**config.mk**
```make
export PLATFORM = sky130hd
export DESIGN_NAME = div16by8u_seq_flat
export DESIGN_NICKNAME = d
export VERILOG_FILES = /design/src/rtl/div16by8u_seq_pkg.sv /design/src/rtl/div16by8u_seq_if.sv /design/src/rtl/div16by8u_seq_restore_step.sv /design/src/rtl/div16by8u_seq.sv /design/src/flat_wrapper.sv
export SDC_FILE = /design/constraint.sdc
export NUM_CORES = 1
export LEC_CHECK = 0
export CAP_MARGIN = 20
export CORE_MARGIN = 4
export CORE_UTILIZATION = 55
export CTS_CLUSTER_SIZE = 20
export DETAILED_ROUTE_END_ITERATION = 8
export DONT_BUFFER_PORTS = 1
export GPL_TIMING_DRIVEN = 0
export MAX_ROUTING_LAYER = met4
export PLACE_DENSITY = 0.76
export SKIP_CTS_REPAIR_TIMING = 1
export SYNTH_ARGS = -nofsm -noshare
export SYNTH_HDL_FRONTEND = slang
export SYNTH_SLANG_ARGS = --single-unit
```
**constraint.sdc**
```tcl
create_clock -name clk -period 1.8 [get_ports clk]
set_clock_uncertainty 0.05 [all_clocks]
set_input_delay 0.27 -clock clk [delete_from_list [all_inputs] [get_ports clk]]
set_output_delay 0.27 -clock clk [all_outputs]
set_load 0.005 [all_outputs]
```
**src/rtl/div16by8u_seq_pkg.sv**
```systemverilog
// Shared widths, iteration count and FSM state encoding for the 16/8 unsigned sequential divider.
package div_pkg;
   localparam int DIV_N_W   = 16;
   localparam int DIV_D_W   = 8;
   localparam int DIV_ITERS = 16;

   typedef enum logic [1:0] {
      IDLE = 2'd0,
      BUSY = 2'd1,
      DONE = 2'd2
   } div_state_t;
endpackage

```
**src/rtl/div16by8u_seq_if.sv**
```systemverilog
// Request/result handshake bundle for the divider; master issues operands and drains results.
interface div16by8u_seq_if;
   import div_pkg::*;

   logic               in_valid;
   logic               in_ready;
   logic [DIV_N_W-1:0] dividend;
   logic [DIV_D_W-1:0] divisor;
   logic               out_valid;
   logic               out_ready;
   logic [DIV_N_W-1:0] quotient;
   logic [DIV_D_W-1:0] remainder;
   logic               div_by_zero;

   modport master (
      output in_valid, dividend, divisor, out_ready,
      input  in_ready, out_valid, quotient, remainder, div_by_zero
   );

   modport slave (
      input  in_valid, dividend, divisor, out_ready,
      output in_ready, out_valid, quotient, remainder, div_by_zero
   );
endinterface

```
**src/rtl/div16by8u_seq_restore_step.sv**
```systemverilog
// One radix-2 restoring division iteration, purely combinational.
module div_restore_step
   import div_pkg::*;
(
   input  logic [DIV_D_W-1:0] rem,
   input  logic               bit_in,
   input  logic [DIV_D_W-1:0] divisor,
   output logic [DIV_D_W-1:0] rem_nxt,
   output logic               q_bit
);
   logic [DIV_D_W:0] r9;

   assign r9    = {rem, bit_in};
   assign q_bit = (r9 >= {1'b0, divisor});
   // Partial remainder stays below the divisor, so the low 8 bits of the difference are exact.
   assign rem_nxt = q_bit ? (r9[DIV_D_W-1:0] - divisor) : r9[DIV_D_W-1:0];
endmodule

```
**src/rtl/div16by8u_seq.sv**
```systemverilog
// 16/8 unsigned restoring divider: 16 cycles accept->out_valid, result held until out_ready, no overlap.
// DIV16BY8U_DIVZERO_FAST_EN: a zero divisor skips the iterations and goes straight to DONE.
module div16by8u_seq
   import div_pkg::*;
(
   input  logic           clk,
   input  logic           rst,
   div16by8u_seq_if.slave bus
);
   localparam logic [1:0] ST_IDLE  = IDLE;
   localparam logic [1:0] ST_BUSY  = BUSY;
   localparam logic [1:0] ST_DONE  = DONE;
   localparam logic [3:0] CNT_LAST = 4'(DIV_ITERS - 1);

   logic [1:0]         state;
   logic [3:0]         cnt;
   logic [DIV_N_W-1:0] acc;
   logic [DIV_D_W-1:0] dsr;
   logic [DIV_D_W-1:0] rem;
   logic [DIV_D_W-1:0] rem_nxt;
   logic               q_bit;
   logic               dz;

   // acc shifts dividend bits out of the top while quotient bits enter at the bottom.
   div_restore_step u_step (
      .rem     (rem),
      .bit_in  (acc[DIV_N_W-1]),
      .divisor (dsr),
      .rem_nxt (rem_nxt),
      .q_bit   (q_bit)
   );

   always_ff @(posedge clk) begin
      if (rst) begin
         state <= ST_IDLE;
         cnt   <= '0;
         acc   <= '0;
         dsr   <= '0;
         rem   <= '0;
         dz    <= 1'b0;
      end else begin
         case (state)
            ST_IDLE: begin
               if (bus.in_valid) begin
                  acc <= bus.dividend;
                  dsr <= bus.divisor;
                  rem <= '0;
                  cnt <= '0;
                  dz  <= (bus.divisor == '0);
`ifdef DIV16BY8U_DIVZERO_FAST_EN
                  if (bus.divisor == '0) begin
                     acc   <= '1;
                     rem   <= bus.dividend[DIV_D_W-1:0];
                     state <= ST_DONE;
                  end else begin
                     state <= ST_BUSY;
                  end
`else
                  state <= ST_BUSY;
`endif
               end
            end
            ST_BUSY: begin
               acc <= {acc[DIV_N_W-2:0], q_bit};
               rem <= rem_nxt;
               cnt <= cnt + 4'd1;
               if (cnt == CNT_LAST) begin
                  state <= ST_DONE;
               end
            end
            ST_DONE: begin
               if (bus.out_ready) begin
                  state <= ST_IDLE;
               end
            end
            default: state <= ST_IDLE;
         endcase
      end
   end

   assign bus.in_ready    = (state == ST_IDLE);
   assign bus.out_valid   = (state == ST_DONE);
   assign bus.quotient    = acc;
   assign bus.remainder   = rem;
   assign bus.div_by_zero = dz;
endmodule
```
**src/flat_wrapper.sv**
```systemverilog
// flat-port wrapper written by rule: the top's interface ports become plain ports
module div16by8u_seq_flat import div_pkg::*;
  (clk, rst, bus_in_valid, bus_dividend, bus_divisor, bus_out_ready, bus_in_ready, bus_out_valid, bus_quotient, bus_remainder, bus_div_by_zero);
  div16by8u_seq_if bus_i ();
  input  logic clk;
  input  logic rst;
  input wire logic [$bits(bus_i.in_valid)-1:0] bus_in_valid;
  input wire logic [$bits(bus_i.dividend)-1:0] bus_dividend;
  input wire logic [$bits(bus_i.divisor)-1:0] bus_divisor;
  input wire logic [$bits(bus_i.out_ready)-1:0] bus_out_ready;
  output wire logic [$bits(bus_i.in_ready)-1:0] bus_in_ready;
  output wire logic [$bits(bus_i.out_valid)-1:0] bus_out_valid;
  output wire logic [$bits(bus_i.quotient)-1:0] bus_quotient;
  output wire logic [$bits(bus_i.remainder)-1:0] bus_remainder;
  output wire logic [$bits(bus_i.div_by_zero)-1:0] bus_div_by_zero;
  assign bus_i.in_valid = bus_in_valid;
  assign bus_i.dividend = bus_dividend;
  assign bus_i.divisor = bus_divisor;
  assign bus_i.out_ready = bus_out_ready;
  assign bus_in_ready = bus_i.in_ready;
  assign bus_out_valid = bus_i.out_valid;
  assign bus_quotient = bus_i.quotient;
  assign bus_remainder = bus_i.remainder;
  assign bus_div_by_zero = bus_i.div_by_zero;
  div16by8u_seq u_core (.clk(clk), .rst(rst), .bus(bus_i));
endmodule
```
==> impl_metrics.csv, run 1 <==
group,metric,value,unit
synth,synth_seq_area_share,38.00,%
die,die_w,69.12,um
finish,final_common_cell,"nand2_1",
clock_network,numCtsBuffers,5,
worst_setup_path,worstReg2RegEnd,"u_core.bus.remainder[6]$_SDFFE_PP0P_",
finish,nets,320,
power_and_ir_drop,p_sw_share,32.65,%
global_route,grt_max_degree,12,
synth,synthesis.nets,305,
worst_setup_path,cp_max_fo,5,
routing,dr.first_iter.drc_count,172,
synth,synth_area_leader_cell,"dfxtp_1",
worst_setup_path,crit_required,1.95,ns
routing,routedWlPerCell,16.53,um
sta,slew_headroom,67.89,%
clock_network,clock_latency,0.29,ns
sta,rsz0062_at_grt,"true",
sta,holdWs,0.04980,ns
routing,ant_nets,0,
synth,avgSynthCellArea,7.695,um2
synth,synth_seq_cells,39,
placement,dp_hpwl,3728,um
worst_hold_path,min_from,"bus_divisor[6]",
synth,yosysWarnings,0,
die,fp.dieArea,4777,um2
flow_run,drv_cap,0,
power_and_ir_drop,power_density,1038,nW/um2
die,io_pins,55,
die,core_region_area,3468,um2
synth,netlist_instances,267,
status,status,"complete, but fails checks",
global_route,track_usage,20.89,%
sta,fin_setup_tns,-0.2329,ns
power_and_ir_drop,switching_power,0.8223,mW
worst_setup_path,worstSetupPathType,"register to register",
sta,slew_violations,0,
placement,numPortBuffers,0,
worst_setup_path,crit_path_start_kind,"register",
worst_setup_path,reg2reg_slack,-0.06,ns
sta,tightest_slew,0.4817,ns
sta,setup_viol,8,
power_and_ir_drop,ir_drop,0.5873,mV
worst_hold_path,min_path_type,"input port to register",
routing,via_per_inst,5.894,
synth,synth-edff-count,0,
sta,hold_viol,0,
synth,ys_top_cells_by_area,"dfxtp_1 (38%), nand2_1 (12%), a311oi_1 (6.8%)",
sta,finalCritPeriodShare,103.3,%
synth,synth_area,2054,um2
worst_hold_path,whs_path_depth,2,
clock_network,htree_levels,2,
synth,synthArstFlopShare,0,%
worst_setup_path,r2r_start,"u_core.dsr[1]$_SDFFE_PP0P_",
die,rows,21,
clock_network,cts_tree,"built",
worst_setup_path,rr_worst_depth,8,
power_and_ir_drop,combPwrFrac,33.9,%
sta,setup_ws,-0.05950,ns
placement,gp_congestion,0.8486,
die,die_h,69.12,um
synth,synth_top_area_share,38.00,%
power_and_ir_drop,seqPwrFrac,40.5,%
sta,min_period,1.859,ns
global_route,grt_pass1_vias,1725,
finish,num-fill-cells,274,
routing,drc,0,
finish,area_delta_synth_final,18.09,%
finish,diodes,0,
routing,drt_first_pass_iters,4,
global_route,gr-total-overflow,0,
clock_network,root_buffer,"clkbuf_8",
power_and_ir_drop,clkPwrFrac,25.6,%
synth,synthFlopType,"dfxtp_1",
status,violations,"negative setup slack",
routing,via_count,1939,
synth,synthDistinctLibCells,39,
finish,final_layout_size_suffix_gt1_share,21.55,%
power_and_ir_drop,leakagePower,0.9534,nW
sta,fmax,537.8,MHz
routing,wirelength,5440,um
finish,layout_common_cells,"nand2_1 (62), nor2_1 (33), dfxtp_1 (26)",
clock_network,clk_pin_slew,0.07,ns
power_and_ir_drop,p_int,1.696,mW
worst_hold_path,worstHoldEndpoint,"u_core.dsr[6]$_SDFFE_PP0P_",
worst_setup_path,cp_data_arrival_time,2.01,ns
clock_network,cts_max_path_buffers,2,
global_route,grt_antenna_before_repair,0,
die,start_util,59.24,%
global_route,grt_pass1_wl,8086,um
clock_network,numClockSinks,39,
worst_setup_path,worst_setup_path_end_kind,"register",
## how the worst max path moves through the flow
stage | start | endpoint | slack, ns | cells past startpoint
2_1_floorplan | u_core.bus.quotient[15]$_SDFFE_PP0P_ | u_core.bus.remainder[6]$_SDFFE_PP0P_ | 0.03 | 8
6_report | u_core.dsr[1]$_SDFFE_PP0P_ | u_core.bus.remainder[6]$_SDFFE_PP0P_ | -0.06 | 8
4_1_cts | u_core.bus.quotient[15]$_SDFFE_PP0P_ | u_core.bus.remainder[6]$_SDFFE_PP0P_ | -0.23 | 8
3_5_place_dp | u_core.bus.quotient[15]$_SDFFE_PP0P_ | u_core.bus.remainder[6]$_SDFFE_PP0P_ | -0.20 | 8
5_1_grt | u_core.bus.remainder[2]$_SDFFE_PP0P_ | u_core.bus.remainder[3]$_SDFFE_PP0P_ | -0.13 | 7
3_3_place_gp | u_core.bus.quotient[15]$_SDFFE_PP0P_ | u_core.bus.remainder[6]$_SDFFE_PP0P_ | -0.19 | 8
## cell usage after synthesis (5+ instances only)
library cell and count:
ha_1 9, a21oi_1 16, nand3_1 5, nand2_1 63, clkbuf_1 9, nor2b_1 5
nor2_1 33, mux2i_1 5, dfxtp_1 39, inv_1 13, o21ai_0 9, nand2b_1 5
a311oi_1 16
## registers in the layout, summed over array words and instances (netlist names)
register,cells
u_core.bus.quotient,16
u_core.bus.remainder,8
u_core.bus.div_by_zero,1
u_core.cnt,4
u_core.dsr,8
u_core.state,2
## cell type report
cell class / count / area [um2] / share of cell area, %
plain buffers: 15 / 72.57 / 2.991
clock buffers: 8 / 100.1 / 4.126
inverters: 13 / 48.80 / 2.011
multi-input cells: 200 / 1292 / 53.27
flip-flops and latches: 39 / 797.0 / 32.85
well taps: 46 / 57.56 / 2.372
repair buffers: 8 / 57.56 / 2.372
## routing by layer
metal  vias up  share of wire, %  global-route usage [%]
li1        956                 -                       -
met2        70                47                   30.19
met5         -                 0                       -
met1       901                44                   28.52
met4         0               1.9                   7.158
met3        12               6.6                   4.942
## critical path, stage by stage, from the launching register on
cell	delay, ns
dfxtp_2	0.38
inv_1	0.06
ha_1	0.22
a21o_1	0.22
a31oi_2	0.24
o21ai_4	0.10
buf_6	0.14
o2111a_1	0.16
o31ai_1	0.20
## power groups by stage
stage	Clock, mW	Combinational, mW	Sequential (mW)
floorplan	0	0.527	1.00
global placement	0	0.626	1.03
detailed placement	0	0.642	1.03
CTS	0.650	0.643	1.01
global route	0.689	0.922	1.03
finish	0.644	0.855	1.02
## kinds of logic after synthesis
| family | count (synthesis) | share of synthesized area [%] |
|---|---|---|
| buf+inv | 28 | 5.908 |
| flops | 39 | 38.00 |
| fa+ha+maj | 10 | 6.456 |
| xor+xnor | 3 | 1.279 |
| simple gates | 120 | 24.73 |
| compound gates | 62 | 21.19 |
| mux | 5 | 2.436 |
## stage by stage
stage | total power, mW | setup WS [ns] | util (%) | instances | cell area [um2]
after floorplan | 1.532 | 0.02961 | - | 267 | 2054
after global placement | 1.654 | -0.1859 | 60.89 | 313 | 2112
after detailed placement | 1.670 | -0.2049 | 60.89 | 313 | 2112
after CTS | 2.301 | -0.2309 | 63.78 | 321 | 2212
after global routing | 2.639 | -0.1275 | 69.95 | 329 | 2426
final | 2.518 | -0.05950 | 69.95 | 329 | 2426
Power figures use the tool's default switching activity.
==> run 2: changes to the inputs <==
CTS_CLUSTER_SIZE = default   (was 20)
PLACE_DENSITY = 0.73   (was 0.76)
SYNTH_HIERARCHICAL = 1   (was default)
==> impl_metrics.csv, run 2 <==
group,metric,value,unit
status,status,"complete, but fails checks",
status,violations,"negative setup slack",
worst_setup_path,path_cells,"inv_4 -> ha_4 -> fa_2 -> nor2b_2 -> o31a_1 -> nor4_2 -> a311o_1 -> mux2_2 -> nand2_2 -> a21oi_2",
finish,area_delta_synth_final,12.94,%
synth,avgSynthCellArea,8.121,um2
power_and_ir_drop,clkPwrFrac,25.8,%
synth,synth_most_common_cell,"nand2_1",
synth,synthArstFlopShare,0,%
global_route,track_usage,20.27,%
clock_network,clock_latency,0.29,ns
flow_run,drv_cap,0,
power_and_ir_drop,seqPwrFrac,39.1,%
finish,final_layout_size_suffix_gt1_share,20.36,%
sta,rsz0062_at_grt,"true",
worst_setup_path,crit_required,1.91,ns
worst_setup_path,worst_setup_path_end_kind,"register",
clock_network,root_buffer,"clkbuf_8",
power_and_ir_drop,switching_power,0.8352,mW
sta,holdWs,0.05274,ns
placement,numPortBuffers,0,
global_route,grt_pass1_wl,8038,um
finish,ff_latch_area,788.3,um2
synth,synth_common_cells,"nand2_1 (46), dfxtp_1 (39), a21oi_1 (38), nor2_1 (22), a211oi_1 (17)",
synth,synth_top_area_share,35.74,%
die,core_region_area,3744,um2
global_route,gr-total-overflow,0,
die,start_util,58.36,%
sta,min_period,2.173,ns
placement,dp_hpwl,3644,um
placement,pre_cts_ws,-0.4368,ns
synth,synth.area.mux_share,3.494,%
synth,synth_seq_cells,39,
worst_setup_path,worstSetupPathType,"register to register",
finish,largest_reg_flops,16,
routing,wirelength,5266,um
finish,fin_util,65.91,%
clock_network,numClockSinks,39,
finish,multiInputGateArea,1285,um2
placement,gp_congestion,0.7655,
power_and_ir_drop,ir_drop,0.5070,mV
worst_setup_path,slowest_delay,0.38,ns
global_route,grt_antenna_before_repair,0,
clock_network,cts_tree,"built",
synth,synth_compound_area_share,24.34,%
die,io_pins,55,
global_route,grt_pass1_vias,1791,
synth,yosysWarnings,6,
die,die_h,71.03,um
synth,synthesis.nets,307,
routing,ant_nets,0,
worst_setup_path,cp_data_arrival_time,2.29,ns
synth,synthFlopType,"dfxtp_1",
sta,fmax,460.1,MHz
finish,stdcell_count,328,
sta,hold_viol,0,
synth,synthAdderAreaFrac,6.071,%
power_and_ir_drop,combPwrFrac,35.1,%
finish,diodes,0,
synth,synth-edff-count,0,
clock_network,numCtsBuffers,5,
power_and_ir_drop,p_sw_share,32.49,%
worst_hold_path,min_path_type,"input port to register",
worst_setup_path,crit_slowest_cell,"dfxtp_4",
synth,synth-xor-area-share,1.203,%
power_and_ir_drop,leakagePower,0.9910,nW
worst_setup_path,crit_path_start_kind,"register",
finish,final_common_cell,"nand2_1",
routing,drt_first_pass_iters,4,
synth,netlist_instances,269,
synth,synth_area,2185,um2
routing,via_per_inst,5.817,
synth,synthDistinctLibCells,44,
synth,synth_area_leader_cell,"dfxtp_1",
die,rows,22,
synth,synth-simple-area-share,20.56,%
synth,ys_top_cells_by_area,"dfxtp_1 (36%), a21oi_1 (8.7%), nand2_1 (7.9%)",
clock_network,cts_max_path_buffers,2,
finish,num-fill-cells,346,
sta,setup_viol,9,
routing,drc,0,
finish,layout_common_cells,"nand2_1 (44), a21oi_1 (36), dfxtp_1 (35)",
sta,setup_ws,-0.3733,ns
routing,dr.first_iter.drc_count,75,
sta,tightest_slew,0.5835,ns
routing,via_count,1908,
placement,placed_cells,317,
sta,slew_violations,0,
global_route,grt_max_degree,13,
sta,slew_headroom,61.10,%
sta,finalCritPeriodShare,120.7,%
die,die_w,71.03,um
power_and_ir_drop,power_density,1042,nW/um2
routing,routedWlPerCell,16.05,um
die,fp.dieArea,5045,um2
worst_setup_path,cp_max_fo,3,
finish,nets,317,
synth,synth_top_family_by_area,"compound AO/OA/AOI/OAI gates",
power_and_ir_drop,p_int,1.736,mW
power_and_ir_drop,power,2.571,mW
clock_network,clk_pin_slew,0.08,ns
clock_network,htree_levels,2,
synth,synth_seq_area_share,35.74,%
run 2: routing by layer:
layer	GRT usage (%)	vias up	routed length (um)
met5	-	-	0
met1	23.02	903	2205
li1	-	955	-
met4	6.054	0	72
met2	34.71	41	2729
met3	5.540	9	260
run 2: power groups by stage:
stage               logic (mW)  clock network (mW)  registers (mW)
finish                   0.902               0.663            1.01
global route             0.977               0.718            1.02
CTS                      0.748               0.669            1.01
detailed placement       0.744                   0            1.03
global placement         0.738                   0            1.02
floorplan                0.635                   0            1.00
run 2: logic make-up (layout without fill, tap and decap cells):
| logic type | Yosys count | count (layout) |
|---|---|---|
| adder cells (fa/ha/maj) | 10 | 10 |
| multiplexers | 7 | 7 |
| AND/OR/NAND/NOR | 100 | 100 |
| flip-flops | 39 | 39 |
| buffers and inverters | 32 | 43 |
| XOR/XNOR | 3 | 3 |
| AO/OA/AOI/OAI | 78 | 78 |
run 2: worst max-delay path, delay by kind of cell, from the launching register on:
kind                       cells  cell delay, ns
DFF                            1            0.38
and+or+nand+nor                3            0.26
adders and majority gates      2            0.51
AOI/OAI and AO/OA              3            0.52
muxes                          1            0.27
buffers and inverters          1            0.04
run 2: layout make-up:
cell class,count,share of cell area [%]
Tap cell,48,2.434
Sequential cell,39,31.95
Buffer,18,5.730
Multi-Input combinational cell,198,52.08
Inverter,14,2.231
Clock buffer,7,3.905
Timing Repair Buffer,3,1.369
Clock inverter,1,0.3043
run 2: stage by stage:
stage	setup TNS (ns)	cell area [um2]
after floorplan	-1.117	2222
after global placement	-2.761	2282
after detailed placement	-2.984	2282
after CTS	-3.191	2386
after global routing	-3.263	2467
final	-2.565	2467
run 2: worst paths after layout:
path                                   startpoint  slack, ns  depth (start not counted)                                    to
max          u_core/bus.quotient[15]$_SDFFE_PP0P_      -0.37                         10  u_core/bus.remainder[6]$_SDFFE_PP0P_
min                              bus_dividend[15]       0.05                          2  u_core/bus.quotient[15]$_SDFFE_PP0P_
max reg2reg  u_core/bus.quotient[15]$_SDFFE_PP0P_      -0.37                         10  u_core/bus.remainder[6]$_SDFFE_PP0P_
min reg2reg            u_core/dsr[5]$_SDFFE_PP0P_       0.41                          2            u_core/dsr[5]$_SDFFE_PP0P_
==> run 3: changes to the inputs <==
PLACE_DENSITY = 0.8   (was 0.73)
==> impl_metrics.csv, run 3 (synthesized netlist as in run 2, its figures left out) <==
group,metric,value,unit
clock_network,cts_max_path_buffers,2,
power_and_ir_drop,power,2.513,mW
worst_setup_path,worstSetupPathType,"register to register",
finish,final_common_cell,"nand2_1",
routing,via_count,1877,
global_route,gr-total-overflow,0,
worst_setup_path,r2r_start,"u_core/bus.quotient[15]$_SDFFE_PP0P_",
sta,holdWs,0.05383,ns
clock_network,cts_tree,"built",
power_and_ir_drop,switching_power,0.8303,mW
worst_setup_path,slowest_delay,0.37,ns
power_and_ir_drop,power_density,1011,nW/um2
routing,wirelength,5091,um
clock_network,htree_levels,2,
global_route,grt_pass1_wl,8590,um
routing,routedWlPerCell,15.47,um
power_and_ir_drop,clkPwrFrac,23.3,%
worst_hold_path,min_from,"bus_dividend[1]",
sta,slew_headroom,62.13,%
global_route,grt_pass1_vias,1831,
power_and_ir_drop,seqPwrFrac,40.1,%
sta,slew_violations,0,
worst_setup_path,crit_slowest_cell,"dfxtp_2",
worst_setup_path,crit_required,1.91,ns
global_route,track_usage,21.42,%
die,die_h,71.03,um
global_route,grt_max_degree,13,
finish,fin_util,66.41,%
sta,finalCritPeriodShare,121.7,%
power_and_ir_drop,ir_drop,0.7019,mV
routing,ant_nets,0,
die,core_region_area,3744,um2
sta,min_period,2.191,ns
global_route,grt_antenna_before_repair,0,
worst_setup_path,cp_data_arrival_time,2.31,ns
sta,setup_viol,9,
clock_network,root_buffer,"clkbuf_8",
finish,largest_reg_flops,16,
worst_setup_path,path_cells,"inv_2 -> ha_4 -> fa_2 -> nor2b_2 -> o31a_1 -> nor4_1 -> a311o_1 -> mux2_2 -> nand2_2 -> a21oi_2",
die,io_pins,55,
die,start_util,58.36,%
routing,drt_first_pass_iters,4,
finish,stdcell_count,329,
worst_setup_path,cp_max_fo,3,
die,die_w,71.03,um
clock_network,clk_pin_slew,0.08,ns
finish,diodes,0,
placement,numPortBuffers,0,
power_and_ir_drop,leakagePower,0.9932,nW
finish,layout_common_cells,"nand2_1 (43), a21oi_1 (36), dfxtp_1 (33)",
placement,gp_congestion,0.8403,
clock_network,numCtsBuffers,5,
power_and_ir_drop,p_int,1.683,mW
finish,final_layout_size_suffix_gt1_share,21.71,%
sta,tightest_slew,0.5680,ns
placement,dp_hpwl,3592,um
sta,setup_ws,-0.3911,ns
flow_run,drv_cap,0,
routing,via_per_inst,5.705,
worst_hold_path,whs_path_depth,2,
worst_setup_path,worst_setup_path_end_kind,"register",
finish,nets,318,
worst_setup_path,worstReg2RegEnd,"u_core/bus.remainder[6]$_SDFFE_PP0P_",
finish,fin_area,2486,um2
power_and_ir_drop,combPwrFrac,36.6,%
routing,drc,0,
worst_hold_path,worstHoldEndpoint,"u_core/bus.quotient[1]$_SDFFE_PP0P_",
status,status,"complete, but fails checks",
sta,rsz0062_at_grt,"true",
worst_setup_path,reg2reg_slack,-0.39,ns
power_and_ir_drop,p_sw_share,33.04,%
worst_setup_path,rr_worst_depth,10,
clock_network,clock_latency,0.29,ns
clock_network,numClockSinks,39,
status,violations,"negative setup slack",
placement,placed_cells,317,
worst_setup_path,crit_path_start_kind,"register",
sta,fmax,456.4,MHz
worst_hold_path,min_path_type,"input port to register",
finish,area_delta_synth_final,13.80,%
routing,dr.first_iter.drc_count,124,
die,fp.dieArea,5045,um2
die,rows,22,
placement,placed_area,2282,um2
sta,hold_viol,0,
run 3: final cells by class:
class                   count  area, um2
well taps                  48      60.06
inverters                  14      52.55
plain buffers              18      143.9
multi-input cells         198       1310
flip-flops and latches     39      788.3
repair buffers              4      46.29
clock inverters             2      12.51
clock buffers               6      72.57
fillers                   338       1257
run 3: how the worst max path moves through the flow:
stage | startpoint | end | slack [ns] | cells after the start
3_3_place_gp | u_core/bus.quotient[15]$_SDFFE_PP0P_ | u_core/bus.remainder[6]$_SDFFE_PP0P_ | -0.44 | 10
6_report | u_core/bus.quotient[15]$_SDFFE_PP0P_ | u_core/bus.remainder[6]$_SDFFE_PP0P_ | -0.39 | 10
5_1_grt | u_core/dsr[1]$_SDFFE_PP0P_ | u_core/bus.remainder[3]$_SDFFE_PP0P_ | -0.46 | 9
3_5_place_dp | u_core/bus.quotient[15]$_SDFFE_PP0P_ | u_core/bus.remainder[6]$_SDFFE_PP0P_ | -0.47 | 10
4_1_cts | u_core/bus.quotient[15]$_SDFFE_PP0P_ | u_core/bus.remainder[6]$_SDFFE_PP0P_ | -0.49 | 10
2_1_floorplan | u_core/bus.quotient[15]$_SDFFE_PP0P_ | u_core/bus.remainder[6]$_SDFFE_PP0P_ | -0.27 | 10
run 3: per-stage QoR:
stage	setup TNS, ns	setup slack [ns]
finish	-2.520	-0.3911
global route	-3.524	-0.4571
CTS	-3.067	-0.4946
detailed placement	-2.880	-0.4710
global placement	-2.676	-0.4365
floorplan	-1.117	-0.2719
run 3: metal layers:
layer | GRT usage [%] | vias to the layer above | share of wire [%]
met2 | 31.10 | 53 | 46
met1 | 29.12 | 862 | 46
met3 | 6.250 | 6 | 6.5
met5 | - | - | 0
met4 | 5.637 | 0 | 1.2
li1 | - | 956 | -
run 3: worst max-delay path, delay by kind of cell (launching register included):
family                     cells  cell delay [ns]
muxes                          1             0.27
and+or+nand+nor                3             0.29
adders and majority gates      2             0.53
buffers and inverters          1             0.06
DFF                            1             0.37
AOI/OAI and AO/OA              3             0.50
run 3: power groups by stage:
stage | sequential, mW | combinational (mW) | clock, mW
finish | 1.01 | 0.920 | 0.585
global route | 1.02 | 1.00 | 0.643
CTS | 1.01 | 0.746 | 0.597
detailed placement | 1.03 | 0.742 | 0
global placement | 1.02 | 0.729 | 0
floorplan | 1.00 | 0.635 | 0
